--- src/rtl/receiver_if.sv ---
// receiver_if: bundle between the serial receiver and its line/CPU-side driver
//   master: drives en, baud, rx, rd, clrerr; observes dout, count, empty, full, busy, overrun, ferr
//   slave : the receiver itself
interface receiver_if #(parameter int DEPTH = 4);
   logic en;
   logic [7:0] baud;
   logic rx;
   logic rd;
   logic clrerr;
   logic [7:0] dout;
   logic [$clog2(DEPTH):0] count;
   logic empty;
   logic full;
   logic busy;
   logic overrun;
   logic ferr;
   modport master (output en, baud, rx, rd, clrerr,
                   input dout, count, empty, full, busy, overrun, ferr);
   modport slave (input en, baud, rx, rd, clrerr,
                  output dout, count, empty, full, busy, overrun, ferr);
endinterface

--- src/rtl/receiver.sv ---
// receiver: 8N1 serial receiver with a first-word-fall-through byte FIFO
//   clk, reset   : rising-edge clock, synchronous active-high reset
//   bus (slave)  : en/baud/rx/rd/clrerr in; dout/count/empty/full/busy/overrun/ferr out
module receiver #(parameter int DEPTH = 4) (
   input logic clk,
   input logic reset,
   receiver_if.slave bus
);
   localparam int AW = $clog2(DEPTH);
   localparam logic [AW:0] FULLV = (AW+1)'(DEPTH);
   localparam logic [1:0] IDLE = 2'd0, START = 2'd1, DATA = 2'd2, STOP = 2'd3;
   logic [1:0] state;
   logic s1, rxs, hist;
   logic [7:0] cnt, sh;
   logic [2:0] idx;
   logic [7:0] mem [DEPTH];
   logic [AW-1:0] wp, rp;
   logic [AW:0] fill;
   logic at_half, at_full, push, frame_err, pop, wr;
   always_comb begin
      at_half = cnt == (bus.baud >> 1);
      at_full = cnt == bus.baud;
      push = bus.en && state == STOP && at_full && rxs;
      frame_err = bus.en && state == STOP && at_full && !rxs;
      pop = bus.rd && fill != '0;
      wr = push && (fill != FULLV || pop);
   end
   // reset loads the line as idle-high so leaving reset never looks like a start edge
   always_ff @(posedge clk) begin
      if (reset) {s1, rxs, hist} <= '1;
      else begin
         s1 <= bus.rx;
         rxs <= s1;
         hist <= rxs;
      end
   end
   // edge detection in IDLE means a held break cannot retrigger after its framing error
   always_ff @(posedge clk) begin
      if (reset) begin
         state <= IDLE;
         cnt <= '0;
         idx <= '0;
         sh <= '0;
      end else if (!bus.en) state <= IDLE;
      else case (state)
         IDLE: if (hist && !rxs) begin
            state <= START;
            cnt <= '0;
         end
         START: if (at_half) begin
            state <= rxs ? IDLE : DATA;
            cnt <= '0;
            idx <= '0;
         end else cnt <= cnt + 8'd1;
         DATA: if (at_full) begin
            sh <= {rxs, sh[7:1]};
            cnt <= '0;
            idx <= idx + 3'd1;
            if (idx == 3'd7) state <= STOP;
         end else cnt <= cnt + 8'd1;
         default: if (at_full) state <= IDLE;
         else cnt <= cnt + 8'd1;
      endcase
   end
   always_ff @(posedge clk) begin
      if (wr) mem[wp] <= sh;
   end
   // when full, a simultaneous pop frees the head slot that wp now points at
   always_ff @(posedge clk) begin
      if (reset) begin
         wp <= '0;
         rp <= '0;
         fill <= '0;
      end else begin
         if (wr) wp <= wp + AW'(1);
         if (pop) rp <= rp + AW'(1);
         fill <= fill + (AW+1)'(wr) - (AW+1)'(pop);
      end
   end
   // set events take priority over clrerr on the same edge
   always_ff @(posedge clk) begin
      if (reset) begin
         bus.overrun <= 1'b0;
         bus.ferr <= 1'b0;
      end else begin
         bus.overrun <= (push && !wr) || (bus.overrun && !bus.clrerr);
         bus.ferr <= frame_err || (bus.ferr && !bus.clrerr);
      end
   end
   assign bus.dout = fill == '0 ? 8'h00 : mem[rp];
   assign bus.count = fill;
   assign bus.empty = fill == '0;
   assign bus.full = fill == FULLV;
   assign bus.busy = state != IDLE;
endmodule

--- src/flat_wrapper.sv ---
// flat-port wrapper written by rule: the top's interface ports become plain ports
module receiver_flat 
#(parameter int DEPTH = 4)
  (clk, reset, bus_en, bus_baud, bus_rx, bus_rd, bus_clrerr, bus_dout, bus_count, bus_empty, bus_full, bus_busy, bus_overrun, bus_ferr);
  receiver_if #(.DEPTH(DEPTH)) bus_i ();
  input logic clk;
  input logic reset;
  input wire logic [$bits(bus_i.en)-1:0] bus_en;
  input wire logic [$bits(bus_i.baud)-1:0] bus_baud;
  input wire logic [$bits(bus_i.rx)-1:0] bus_rx;
  input wire logic [$bits(bus_i.rd)-1:0] bus_rd;
  input wire logic [$bits(bus_i.clrerr)-1:0] bus_clrerr;
  output wire logic [$bits(bus_i.dout)-1:0] bus_dout;
  output wire logic [$bits(bus_i.count)-1:0] bus_count;
  output wire logic [$bits(bus_i.empty)-1:0] bus_empty;
  output wire logic [$bits(bus_i.full)-1:0] bus_full;
  output wire logic [$bits(bus_i.busy)-1:0] bus_busy;
  output wire logic [$bits(bus_i.overrun)-1:0] bus_overrun;
  output wire logic [$bits(bus_i.ferr)-1:0] bus_ferr;
  assign bus_i.en = bus_en;
  assign bus_i.baud = bus_baud;
  assign bus_i.rx = bus_rx;
  assign bus_i.rd = bus_rd;
  assign bus_i.clrerr = bus_clrerr;
  assign bus_dout = bus_i.dout;
  assign bus_count = bus_i.count;
  assign bus_empty = bus_i.empty;
  assign bus_full = bus_i.full;
  assign bus_busy = bus_i.busy;
  assign bus_overrun = bus_i.overrun;
  assign bus_ferr = bus_i.ferr;
  receiver #(.DEPTH(DEPTH)) u_core (.clk(clk), .reset(reset), .bus(bus_i));
endmodule
--- config.mk ---
export PLATFORM = sky130hd
export DESIGN_NAME = receiver_flat
export DESIGN_NICKNAME = d
export VERILOG_FILES = /design/src/rtl/receiver_if.sv /design/src/rtl/receiver.sv /design/src/flat_wrapper.sv
export SDC_FILE = /design/constraint.sdc
export NUM_CORES = 1
export LEC_CHECK = 0
export BUFFER_PORTS_ARGS = -buffer_cell sky130_fd_sc_hd__buf_2
export CAP_MARGIN = 40
export CELL_PAD_IN_SITES_DETAIL_PLACEMENT = 1
export CELL_PAD_IN_SITES_GLOBAL_PLACEMENT = 2
export CORE_MARGIN = 4
export CORE_UTILIZATION = 43
export CTS_CLUSTER_DIAMETER = 150
export DETAILED_ROUTE_END_ITERATION = 16
export GPL_TIMING_DRIVEN = 1
export PLACE_DENSITY_LB_ADDON = 0.12
export SYNTH_ARGS = -nofsm -noshare
export SYNTH_HDL_FRONTEND = slang
export SYNTH_SLANG_ARGS = --single-unit
--- constraint.sdc ---
create_clock -name clk -period 4.05 [get_ports clk]
set_input_delay 0.6075 -clock clk [delete_from_list [all_inputs] [get_ports clk]]
set_output_delay 0.6075 -clock clk [all_outputs]
set_load 0.005 [all_outputs]
== Yosys cells after proc, flatten, opt, wreduce, memory -nomap -nowiden ==
Memories as Yosys holds them, arrays and structs flattened. A register that Yosys moved wholly into a read port is not among the register bits.
Cells that the tools add are included.

* Input port bits: 14
* Bits in writable memories: 32
* Memories: 1
* Register bits: 33

{| class="wikitable"
|+ Memory list
! name !! words !! bits a word !! rd ports !! clocked after Yosys merged registers in !! wr ports !! line !! source
|-
| u_core.mem || 4 || 8 || 1 || 1 || 1 || receiver.sv:16 || <nowiki>logic [7:0] mem [DEPTH];</nowiki>
|}

* Mux-type cells: 20
* Equal/unequal tests: 13
* $add $sub $neg: 6
* Reduce and logical (&&, ||, !) cells: 27
* Bitwise logic cells: 1

{| class="wikitable"
|+ Operators with widths
! operator !! count
|-
| $mux W8 || 5
|-
| $pmux W8 S3 || 1
|-
| $mux W2 || 8
|-
| $logic_and A1 B1 Y1 || 10
|-
| $add A8 B1 Y8 const B || 1
|-
| $eq A8 B7 Y1 || 1
|-
| $eq A8 B8 Y1 || 1
|-
| $ne A2 B1 Y1 const B || 4
|-
| $eq A3 B3 Y1 const B || 2
|-
| $mux W3 || 2
|-
| $pmux W2 S3 || 1
|-
| $pmux W3 S2 || 1
|-
| $reduce_and A3 Y1 || 2
|-
| $reduce_bool A3 Y1 || 2
|-
| $reduce_and A5 Y1 || 1
|-
| $add A2 B1 Y2 const B || 2
|-
| $eq A2 B2 Y1 const B || 2
|-
| $ne A4 B4 Y1 const B || 1
|-
| $reduce_and A4 Y1 || 1
|-
| $reduce_bool A2 Y1 || 2
|-
| $add A3 B1 Y3 || 1
|-
| $add A3 B1 Y3 const B || 1
|-
| $logic_not A1 Y1 || 3
|-
| $logic_not A3 Y1 || 1
|-
| 8 further kinds || 11
|}

== Depth between registers and ports, before layout ==
* Depth in word-level cells: 8
* Mapped depth: 11
* Depth with buffers taken out: 9

== Least setup slack after synthesis ==
Ideal clock, no wire load.

* Path type: flip-flop to flip-flop
* From: register u_core.fill[1], in the netlist u_core.bus.count[1]
* To: register u_core.fill[2], in the netlist u_core.bus.count[2]
* Cell stages (with the launch flop): 10
* Library setup time: 0.128 ns
* Required time: 3.922 ns
* Setup slack: 1.773 ns
* Arrival: 2.150 ns
* Cells stage by stage: dfxtp_1 > nor3_2 > nor2b_1 > ha_1 > inv_1 > ha_1 > fa_1 > xnor2_1 > xnor2_1 > nor2_1

* Word-level cells in the longest chain between the ends: 6
* Elaborated cells on any way between the ends: 7
* Those cells by class: add/sub (2); eq/ne (1); reduce/logical (4)

{| class="wikitable"
|+ RTL lines
! item !! line !! source
|-
| start: declaration || receiver.sv:18 || <nowiki>logic [AW:0] fill;</nowiki>
|-
| start signal: assignment || receiver.sv:77 || <nowiki>fill <= fill + (AW+1)'(wr) - (AW+1)'(pop);</nowiki>
|-
| $reduce_bool A3 Y1 (*) || receiver.sv:25 || <nowiki>pop = bus.rd && fill != '0;</nowiki>
|-
| $logic_and A1 B1 Y1 (*) || receiver.sv:25 ||
|-
| named net u_core.pop || receiver.sv:19 || <nowiki>logic at_half, at_full, push, frame_err, pop, wr;</nowiki>
|-
| $logic_or A1 B1 Y1 || receiver.sv:26 || <nowiki>wr = push && (fill != FULLV || pop);</nowiki>
|-
| $logic_and A1 B1 Y1 || receiver.sv:26 ||
|-
| $add A3 B1 Y3 || receiver.sv:77 ||
|-
| $sub A3 B1 Y3 (*) || receiver.sv:77 ||
|}

The timed path passes the listed nets; every way through them passes the cells marked *.
A chain may end at the register's enable or synchronous reset.

== Worst setup path in the final report ==
Same ends and word-level chain as after synthesis.

==> results.ini <==
[global_route]
grt_overflow = 0
antenna_found_initial = 0
grt_pass1_wl_microns = 10000
grt_use_total_pct = 15.3
grt_pass1_vias = 2028
grt_max_degree = 25

[synth]
yosys.area.top_type = edfxtp_1
yosys_warnings = 0
yosys-top-cells-area = edfxtp_1 (31%), dfxtp_1 (23%), mux4_2 (5.9%)
syn_nets = 272
syn_area_sq_um = 3070
synth_edf_count = 32
ys_seq_area_share_pct = 54.2
synth_top_cell_area_share_pct = 31.3
ys_types = 49
ys.flop_type = dfxtp_1
ys_ff_latch = 67
avgSynthCellArea_sq_um = 12.6
synth_cells = 243
synthArstFlopShare_pct = 0

[floorplanning]
die_area_sq_um = 8540
ios = 30
die_h_microns = 92.4
start_util_pct = 44.6
die_w_microns = 92.4
core_area_sq_um = 6870
num_rows = 30

[routing]
viasPerCell = 4.97
drc = 0
antenna_left = 0
routedWlPerCell_microns = 15.5
vias = 1867
first_pass_iters = 5
drt_iter0_markers = 78
wl_microns = 5840

[layout]
final_common_cell = dfxtp_1
final_cell_mix = dfxtp_1 (35), edfxtp_1 (32), buf_2 (29), nor2_1 (24), ha_1 (14)
finalInstanceArea_sq_um = 3440
drive_gt1_share_pct = 24.6
fill_cells = 748
nets = 304
multiInputGateArea_sq_um = 1310
diodes = 0
fin_cells = 376
syn_to_final_growth_pct = 12.4
final-seq-area_sq_um = 1660

[setup_path]
cp_max_fo = 10
path_cells = nor3_2, nor2b_1, ha_1, inv_1, ha_1, fa_1, xnor2_1, xnor2_1, nor2_1
regToRegStartpoint = u_core.bus.count[1]
r2r_end = u_core.bus.count[2]
path_class = reg2reg
cp.required_ns = 4.27
slowest_stage = nor3_2
reg2reg_slack_ns = 1.46
cp_top_family = adder cells
crit_path_max_incr_delay_ns = 0.58
reg2reg_depth = 9
cp-start-kind = register
cp.arrival_ns = 2.81
cp_num_buf_inv = 1
endpoint_kind = register

[sta]
grt_setup_unrepaired = no
fin_skew_ns = 0.00646
worst_pin_slew_ns = 0.653
max_clock_freq_mhz = 386
period_share_pct = 63.9
finalSetupViolations = 0
slew_viol_final = 0
tns_ns = 0
period_needed_ns = 2.59
relSlewSlack_pct = 56.2
finalHoldViolations = 0

[cts]
cts_tree = built
cts-htree-levels = 3
cts_buffers = 9
clock-sinks = 67
root_buffer = clkbuf_8
clk_path_buf_depth = 2
hold_buffers = 0
post-cts-setup-buffer-count = 0
cts_resized = 0
clk-insertion-delay-late_ns = 0.34
clkTransAtPathRegs_ns = 0.08

[place]
port_buffers = 29
dp_hpwl_microns = 4220
place_area_sq_um = 3280
dp_cells = 360
gp_congestion = 0.717

[hold_path]
hold_path.startpoint = u_core.s1
hold_class = reg2reg
hold_depth = 1
holdPathEnd = u_core.rxs

[job]
drv_cap = 0

[outcome]
status = complete, no violations

[power_and_ir_drop]
power.density_nw_per_um2 = 475
leakage_nw = 1.36
peakVddDrop_uv = 158
finalPower_mw = 1.64

worst reg2reg max path, delay by kind of cell (launching register included):
kind          cells  cell delay (ns)
xor+xnor          2             0.33
fa+ha+maj         3             0.90
buf+inv           1             0.04
flops             1             0.37
simple gates      3             0.82
stage by stage:
stage               hold WS (ns)  setup WS (ns)  utilization, %
finish                     0.418           1.46            50.1
global placement           0.408           1.40            47.7
global route               0.441           1.25            50.1
detailed placement         0.403           1.33            47.7
CTS                        0.426           1.40            50.1
floorplan                  0.389           1.77               -
synth_stat cells (2+ instances only):
master / n
buf_6: 2
clkbuf_1: 3
and4_1: 2
nand2b_1: 2
o21ai_0: 3
buf_4: 2
inv_1: 11
mux4_2: 8
a22o_1: 3
nand2_1: 11
nor4_1: 3
dfxtp_1: 35
nor2b_1: 13
nor2_1: 24
xor2_1: 10
a21oi_1: 2
nand3_1: 2
o31ai_1: 2
or3_1: 2
and3_1: 2
edfxtp_1: 32
mux2i_1: 9
nand4_2: 2
xnor2_2: 2
or2_2: 3
ha_1: 14
xnor2_1: 13
and2_1: 5
logic make-up (layout without fill, tap and decap cells):
logic type | count (synthesis) | in the layout | synth area share (%)
compound gates | 20 | 20 | 4.90
mux | 19 | 19 | 9.55
flops | 67 | 67 | 54.2
simple gates | 78 | 78 | 14.2
xor+xnor | 25 | 25 | 7.63
buf+inv | 19 | 56 | 3.10
fa+ha+maj | 15 | 15 | 6.37
how the worst max path moves through the flow:
| stage | startpoint | end | slack, ns | depth (start not counted) |
|---|---|---|---|---|
| after floorplan | u_core.bus.count[1] | u_core.bus.count[2] | 1.77 | 9 |
| after global placement | bus_baud[4] | u_core.bus.count[1] | 1.40 | 8 |
| after detailed placement | bus_baud[3] | u_core.bus.count[1] | 1.33 | 8 |
| after CTS | u_core.bus.count[1] | u_core.bus.count[2] | 1.40 | 9 |
| after global routing | u_core.bus.count[1] | u_core.bus.count[2] | 1.25 | 9 |
| final | u_core.bus.count[1] | u_core.bus.count[2] | 1.46 | 9 |
final cells by class:
| cell class | count | area share, % |
|---|---|---|
| inverter | 11 | 1.20 |
| clock buffer | 9 | 3.60 |
| tap | 96 | 3.49 |
| timing repair buffer | 29 | 4.21 |
| sequential | 67 | 48.2 |
| clock inverter | 7 | 1.27 |
| multi-input combinational | 157 | 38.0 |
flip-flops by register name, summed over array words and instances (netlist names), named ones only:
name	cells
u_core.mem	32
u_core.cnt	8
u_core.sh	8
u_core.bus.count	3
u_core.idx	3
u_core.rp	2
u_core.state	2
u_core.wp	2
u_core.bus.ferr	1
u_core.bus.overrun	1
u_core.hist	1
u_core.rxs	1
u_core.s1	1
power by group:
| group | switching, mW | internal, mW |
|---|---|---|
| combinational | 0.163 | 0.207 |
| clock | 0.267 | 0.220 |
| sequential | 0.0506 | 0.731 |
routing by layer:
layer	GRT usage (%)	wire [microns]	up-vias
met5	0	0	-
met4	7.05	103	0
met3	3.25	178	10
met2	25.9	2960	30
met1	18.6	2590	910
li1	-	-	917
Power figures use the tool's default switching activity.
